**src/rtl/sdram_arbiter_pkg.sv**
```systemverilog
// Shared constants and FSM encoding for the two-port SDRAM command arbiter.
package sdram_arbiter_pkg;

  localparam int unsigned ARB_PORTS    = 2;
  localparam int unsigned SDRAM_ADDR_W = 22;
  localparam int unsigned SDRAM_DATA_W = 16;

  localparam logic PORT_FETCH = 1'b0;
  localparam logic PORT_DATA  = 1'b1;

  typedef enum logic [1:0] {
    ARB_WAIT_INIT = 2'd0,
    ARB_IDLE      = 2'd1,
    ARB_ISSUE     = 2'd2
  } arb_state_e;

endpackage

```
**src/rtl/sdram_arb_tag_fifo.sv**
```systemverilog
// Port-id FIFO for outstanding reads; returned data is steered in issue order.
module sdram_arb_tag_fifo #(
  parameter int unsigned DEPTH = 4
) (
  input  logic                       CLOCK_50,
  input  logic                       reset,
  input  logic                       push,
  input  logic                       din,
  input  logic                       pop,
  output logic                       dout,
  output logic                       full,
  output logic                       empty,
  output logic [$clog2(DEPTH):0]     count
);

  localparam int unsigned PTR_W = $clog2(DEPTH);
  localparam int unsigned CNT_W = PTR_W + 1;

  logic [DEPTH-1:0] mem;
  logic [PTR_W-1:0] wr_ptr;
  logic [PTR_W-1:0] rd_ptr;
  logic             push_ok;
  logic             pop_ok;
  logic [CNT_W-1:0] count_n;

  assign push_ok = push & ~full;
  assign pop_ok  = pop & ~empty;
  assign count_n = count + CNT_W'(push_ok) - CNT_W'(pop_ok);
  assign dout    = mem[rd_ptr];

  always_ff @(posedge CLOCK_50 or posedge reset) begin
    if (reset) begin
      mem    <= '0;
      wr_ptr <= '0;
      rd_ptr <= '0;
      count  <= '0;
      full   <= 1'b0;
      empty  <= 1'b1;
    end else begin
      if (push_ok) begin
        mem[wr_ptr] <= din;
        wr_ptr      <= wr_ptr + PTR_W'(1);
      end
      if (pop_ok) begin
        rd_ptr <= rd_ptr + PTR_W'(1);
      end
      count <= count_n;
      full  <= (count_n == CNT_W'(DEPTH));
      empty <= (count_n == '0);
    end
  end

endmodule

```
**src/rtl/sdram_arbiter.sv**
```systemverilog
// Two-port SDRAM command arbiter with in-order read-return steering.
// Define SDRAM_ARB_ROUND_ROBIN_EN for round-robin; default is fixed priority (port 1 wins).
module sdram_arbiter
  import sdram_arbiter_pkg::*;
#(
  parameter int unsigned ADDR_W          = SDRAM_ADDR_W,
  parameter int unsigned DATA_W          = SDRAM_DATA_W,
  parameter int unsigned MAX_OUTSTANDING = 4
) (
  input  logic                   CLOCK_50,
  input  logic                   reset,
  input  logic                   init_done,
  input  logic [ARB_PORTS-1:0]   p_req,
  input  logic [ARB_PORTS-1:0]   p_we,
  input  logic [2*ADDR_W-1:0]    p_addr,
  input  logic [2*DATA_W-1:0]    p_wdata,
  input  logic [3:0]             p_be_n,
  output logic [ARB_PORTS-1:0]   p_ack,
  output logic [ARB_PORTS-1:0]   p_rvalid,
  output logic [DATA_W-1:0]      rdata,
  output logic [ADDR_W-1:0]      az_addr,
  output logic [1:0]             az_be_n,
  output logic                   az_cs,
  output logic [DATA_W-1:0]      az_data,
  output logic                   az_rd_n,
  output logic                   az_wr_n,
  input  logic [DATA_W-1:0]      za_data,
  input  logic                   za_valid,
  input  logic                   za_waitrequest,
  output logic                   rd_underflow
);

  localparam int unsigned CNT_W = $clog2(MAX_OUTSTANDING) + 1;

  arb_state_e               state, state_n;
  logic [ADDR_W-1:0]        az_addr_n;
  logic [1:0]               az_be_n_n;
  logic                     az_cs_n;
  logic [DATA_W-1:0]        az_data_n;
  logic                     az_rd_n_n;
  logic                     az_wr_n_n;
  logic [ARB_PORTS-1:0]     p_ack_n;
  logic [ARB_PORTS-1:0]     p_rvalid_n;
  logic [DATA_W-1:0]        rdata_n;
  logic                     rd_underflow_n;
  logic                     gnt, gnt_n;
  logic [ARB_PORTS-1:0]     elig;
  logic                     win;
  logic                     push;
  logic                     pop;
  logic                     fifo_dout;
  logic                     fifo_full;
  logic                     fifo_empty;
  logic [CNT_W-1:0]         fifo_count;
`ifdef SDRAM_ARB_ROUND_ROBIN_EN
  logic                     last_grant, last_grant_n;
`endif

  sdram_arb_tag_fifo #(
    .DEPTH (MAX_OUTSTANDING)
  ) u_tag_fifo (
    .CLOCK_50 (CLOCK_50),
    .reset    (reset),
    .push     (push),
    .din      (gnt),
    .pop      (pop),
    .dout     (fifo_dout),
    .full     (fifo_full),
    .empty    (fifo_empty),
    .count    (fifo_count)
  );

  // Reads wait for a free tag slot; writes never need one.
  assign elig = p_req & (p_we | {ARB_PORTS{~fifo_full}});

  always_comb begin
`ifdef SDRAM_ARB_ROUND_ROBIN_EN
    win = (elig == 2'b11) ? ~last_grant : elig[PORT_DATA];
`else
    win = elig[PORT_DATA];
`endif
  end

  always_comb begin
    state_n        = state;
    az_addr_n      = az_addr;
    az_be_n_n      = az_be_n;
    az_cs_n        = az_cs;
    az_data_n      = az_data;
    az_rd_n_n      = az_rd_n;
    az_wr_n_n      = az_wr_n;
    p_ack_n        = '0;
    p_rvalid_n     = '0;
    rdata_n        = rdata;
    rd_underflow_n = rd_underflow;
    gnt_n          = gnt;
    push           = 1'b0;
`ifdef SDRAM_ARB_ROUND_ROBIN_EN
    last_grant_n   = last_grant;
`endif

    case (state)
      ARB_WAIT_INIT: begin
        if (init_done) state_n = ARB_IDLE;
      end
      ARB_IDLE: begin
        if (|elig) begin
          state_n   = ARB_ISSUE;
          gnt_n     = win;
          az_addr_n = win ? p_addr[2*ADDR_W-1:ADDR_W] : p_addr[ADDR_W-1:0];
          az_data_n = win ? p_wdata[2*DATA_W-1:DATA_W] : p_wdata[DATA_W-1:0];
          az_be_n_n = win ? p_be_n[3:2] : p_be_n[1:0];
          az_cs_n   = 1'b1;
          az_rd_n_n = p_we[win];
          az_wr_n_n = ~p_we[win];
`ifdef SDRAM_ARB_ROUND_ROBIN_EN
          last_grant_n = win;
`endif
        end
      end
      ARB_ISSUE: begin
        if (!za_waitrequest) begin
          state_n      = ARB_IDLE;
          p_ack_n[gnt] = 1'b1;
          push         = ~az_rd_n;
          az_cs_n      = 1'b0;
          az_rd_n_n    = 1'b1;
          az_wr_n_n    = 1'b1;
        end
      end
      default: state_n = ARB_WAIT_INIT;
    endcase

    // Returned word goes to the oldest outstanding tag; orphans are dropped.
    if (pop) begin
      p_rvalid_n[fifo_dout] = 1'b1;
      rdata_n               = za_data;
    end
    if (za_valid && fifo_count == '0) rd_underflow_n = 1'b1;
  end

  assign pop = za_valid & ~fifo_empty;

  always_ff @(posedge CLOCK_50 or posedge reset) begin
    if (reset) begin
      state        <= ARB_WAIT_INIT;
      az_addr      <= '0;
      az_be_n      <= '0;
      az_cs        <= 1'b0;
      az_data      <= '0;
      az_rd_n      <= 1'b1;
      az_wr_n      <= 1'b1;
      p_ack        <= '0;
      p_rvalid     <= '0;
      rdata        <= '0;
      rd_underflow <= 1'b0;
      gnt          <= PORT_FETCH;
`ifdef SDRAM_ARB_ROUND_ROBIN_EN
      last_grant   <= PORT_DATA;
`endif
    end else begin
      state        <= state_n;
      az_addr      <= az_addr_n;
      az_be_n      <= az_be_n_n;
      az_cs        <= az_cs_n;
      az_data      <= az_data_n;
      az_rd_n      <= az_rd_n_n;
      az_wr_n      <= az_wr_n_n;
      p_ack        <= p_ack_n;
      p_rvalid     <= p_rvalid_n;
      rdata        <= rdata_n;
      rd_underflow <= rd_underflow_n;
      gnt          <= gnt_n;
`ifdef SDRAM_ARB_ROUND_ROBIN_EN
      last_grant   <= last_grant_n;
`endif
    end
  end

endmodule

```
**config.mk**
```make
export PLATFORM = sky130hd
export DESIGN_NAME = sdram_arbiter
export DESIGN_NICKNAME = d
export VERILOG_FILES = /design/src/rtl/sdram_arbiter_pkg.sv /design/src/rtl/sdram_arb_tag_fifo.sv /design/src/rtl/sdram_arbiter.sv
export SDC_FILE = /design/constraint.sdc
export NUM_CORES = 1
export LEC_CHECK = 0
export ABC_AREA = 1
export CAP_MARGIN = 20
export CELL_PAD_IN_SITES_DETAIL_PLACEMENT = 1
export CELL_PAD_IN_SITES_GLOBAL_PLACEMENT = 1
export CORE_MARGIN = 2
export CORE_UTILIZATION = 27
export DETAILED_ROUTE_END_ITERATION = 8
export PLACE_DENSITY_LB_ADDON = 0.25
export SYNTH_ARGS = -nofsm -noshare
export SYNTH_HDL_FRONTEND = slang
export SYNTH_SLANG_ARGS = --single-unit
export TNS_END_PERCENT = 100
```
**constraint.sdc**
```tcl
create_clock -name CLOCK_50 -period 2.4 [get_ports CLOCK_50]
set_input_delay 0.36 -clock CLOCK_50 [delete_from_list [all_inputs] [get_ports CLOCK_50]]
set_output_delay 0.36 -clock CLOCK_50 [all_outputs]
set_load 0.005 [all_outputs]
```
==> impl_metrics.json <==
{
  "grt.total_usage": 0.163,
  "critPathArrivalTime_ns": 2.41,
  "clk_pin_slew_ns": 0.06,
  "grt_pass1_vias": 4066,
  "initial_core_util": 0.274,
  "hold_class": "input pin to async pin",
  "ys_seq_elements": 80,
  "critPathLaunchType": "flip-flop",
  "crit_fanout": 5,
  "grt.overflow.total": 0,
  "hold_buffers": 0,
  "reg2reg_from": "u_tag_fifo.full",
  "synth_nets": 609,
  "portBuffers": 168,
  "insertion_delay_ns": 0.35,
  "io_pins": 169,
  "synth.distinct_cells": 26,
  "gp_congestion": 0.791,
  "synthCells": 497,
  "fmax_ghz": 0.469,
  "whs_ns": 0.450,
  "min_period_over_period": 0.889,
  "ir_worst_vdd_mv": 0.394,
  "grt_max_degree": 55,
  "drt_iter0_markers": 129,
  "final_nets": 769,
  "die_area_um2": 15600,
  "cts_setup_buffers": 0,
  "netlist_area_um2": 3940,
  "die_y_um": 125,
  "yosys_warnings": 0,
  "rsz0062_at_grt": "no",
  "regArea_um2": 2010,
  "num_vias": 3826,
  "cp-end-kind": "flip-flop",
  "setup_ws_ns": 0.266,
  "gr-usage-met2": 0.285,
  "postRouteAntennaNets": 0,
  "synth.avg_cell_area_um2": 7.92,
  "top_usage_layer": "met2",
  "slew_violations": 0,
  "finalSetupViolCount": 0,
  "drive_gt1_frac": 0.0634,
  "met3_usage": 0.0374,
  "final-hold-violation-count": 0,
  "p_leak_nw": 2.98,
  "cts_max_path_buffers": 2,
  "grt_use_met1": 0.195,
  "r2r-end": "u_tag_fifo.empty",
  "routed_wl_mm": 12.1,
  "drcViolationCount": 0,
  "relSlewSlack": 0.646,
  "syn2layout_area_growth_pct": 54.2,
  "yosysSeqAreaShare": 0.510,
  "clock-sinks": 80,
  "cts_tree": "built",
  "cts_made_buffers": 9,
  "fin_crit_ns": 2.13,
  "cts.htree.levels": 3,
  "fill_cells": 1715,
  "antenna_found_initial": 0,
  "powerDensity_nw_per_um2": 1010,
  "clockRootBuffer": "clkbuf_16",
  "row_count": 44,
  "preCtsSetupSlack_ns": -0.0980,
  "r2r_slack_ns": 0.27,
  "status": "completed",
  "skew_ns": 0.00967,
  "die_w_um": 125,
  "dp_hpwl_mm": 8.85,
  "reg2reg_depth": 9,
  "cts_resized": 0,
  "viasPerCell": 4.52,
  "crit_type": "flip-flop to flip-flop",
  "cap_violations": 0,
  "n_antenna_cell": 0,
  "critPathRequiredTime_ns": 2.67,
  "coreArea_um2": 14400,
  "drtPass1Iterations": 4,
  "grt_pass1_wl_mm": 20.4,
  "post_drt_wl_per_cell_um": 14.3,
  "tightestPinTransition_ns": 0.530,
  "multi_input_area_um2": 1680
}
==> cells in the final DEF (no fill, tap or decap), drive strengths merged <==
master / count
a21oi: 3
a31o: 1
buf: 10
bufinv: 1
clkbuf: 12
clkdlybuf4s50: 167
clkinv: 3
clkinvlp: 3
dfrtp: 77
dfstp: 3
fa: 1
ha: 6
inv: 20
nand2: 241
nand3: 87
nor2: 11
nor3: 1
o211ai: 3
o21ai: 7
or2: 1
xnor2: 1
xor2: 3
==> logic make-up (layout without fill, tap and decap cells) <==
| kind of cell | Yosys count | in the layout | synth area share |
|---|---|---|---|
| buf+inv | 51 | 216 | 0.0623 |
| simple gates | 341 | 341 | 0.374 |
| compound gates | 14 | 14 | 0.0207 |
| xor+xnor | 4 | 4 | 0.00890 |
| fa+ha+maj | 7 | 7 | 0.0242 |
| flops | 80 | 80 | 0.510 |
==> Yosys cell counts <==
master      n  area share
nand2_1   235        0.22
nand3_1    87        0.11
dfrtp_1    77        0.49
buf_2      21       0.027
inv_1      18       0.017
nor2_1     10      0.0095
buf_4       7       0.013
ha_1        6       0.019
o21ai_1     5      0.0064
a21oi_1     3      0.0038
dfstp_2     3       0.020
inv_2       3      0.0029
o211ai_1    3      0.0057
xor2_1      3      0.0067
nand2_2     2      0.0032
nand2_4     2      0.0057
nand2_8     2       0.010
o21ai_0     2      0.0025
a31o_2      1      0.0022
clkinv_1    1     0.00095
clkinv_2    1      0.0013
fa_1        1      0.0051
nor2_8      1      0.0051
nor3_4      1      0.0041
or2_2       1      0.0016
xnor2_1     1      0.0022
==> through the flow <==
step                       util  setup TNS, ns  area, um^2  power, W  cells
after floorplan               -              0        3940   0.00345    497
after global placement    0.401         -0.122        5770   0.00473    830
after detailed placement  0.401         -0.194        5770   0.00483    830
after CTS                 0.422              0        6070   0.00627    846
after global routing      0.422              0        6070   0.00662    846
final                     0.422              0        6070   0.00614    846
==> final cells by class <==
type,count,area share
inverters,23,0.0151
multi-input cells,366,0.278
well taps,184,0.0379
clock buffers,12,0.0406
clock inverters,4,0.00887
repair buffers,177,0.289
flip-flops and latches,80,0.331
==> how the worst max path moves through the flow <==
stage | start | end | slack [ns]
6_report | u_tag_fifo.full | u_tag_fifo.empty | 0.27
5_1_grt | u_tag_fifo.full | u_tag_fifo.empty | 0.13
4_1_cts | u_tag_fifo.full | u_tag_fifo.full | 0.23
3_5_place_dp | za_valid | u_tag_fifo.full | -0.1
3_3_place_gp | za_valid | u_tag_fifo.full | -0.07
2_1_floorplan | u_tag_fifo.empty | u_tag_fifo.full | 0.09
==> per-layer routing <==
layer	share of wire	up-vias
met4	0.018	0
met5	0	-
met3	0.047	12
li1	-	1883
met2	0.50	84
met1	0.43	1847
==> flip-flops by register name (all words and copies together), names as in the netlist, 2 cells and up <==
| signal | flops |
|---|---|
| u_tag_fifo.wr_ptr | 2 |
| p_ack | 2 |
| u_tag_fifo.mem | 4 |
| p_rvalid | 2 |
| u_tag_fifo.count | 3 |
| rdata | 16 |
| state | 2 |
| az_data | 16 |
| u_tag_fifo.rd_ptr | 2 |
| az_be_n | 2 |
| az_addr | 22 |
==> power by group <==
part	switching [W]	internal (W)	leakage, nW	total (W)
clock	0.000560	0.000837	0.139	0.00140
combinational	0.00121	0.00131	1.85	0.00251
sequential	0.000333	0.00190	0.992	0.00223
==> worst max-delay path, cell delays in order (launching register included) <==
cell,delay [ns]
dfrtp_1,0.45
nor2_1,0.32
nand2_2,0.11
clkinv_2,0.07
ha_1,0.14
inv_1,0.05
fa_1,0.48
inv_1,0.05
or2_2,0.28
nor2_1,0.12
(Power assumes the default switching activity.)
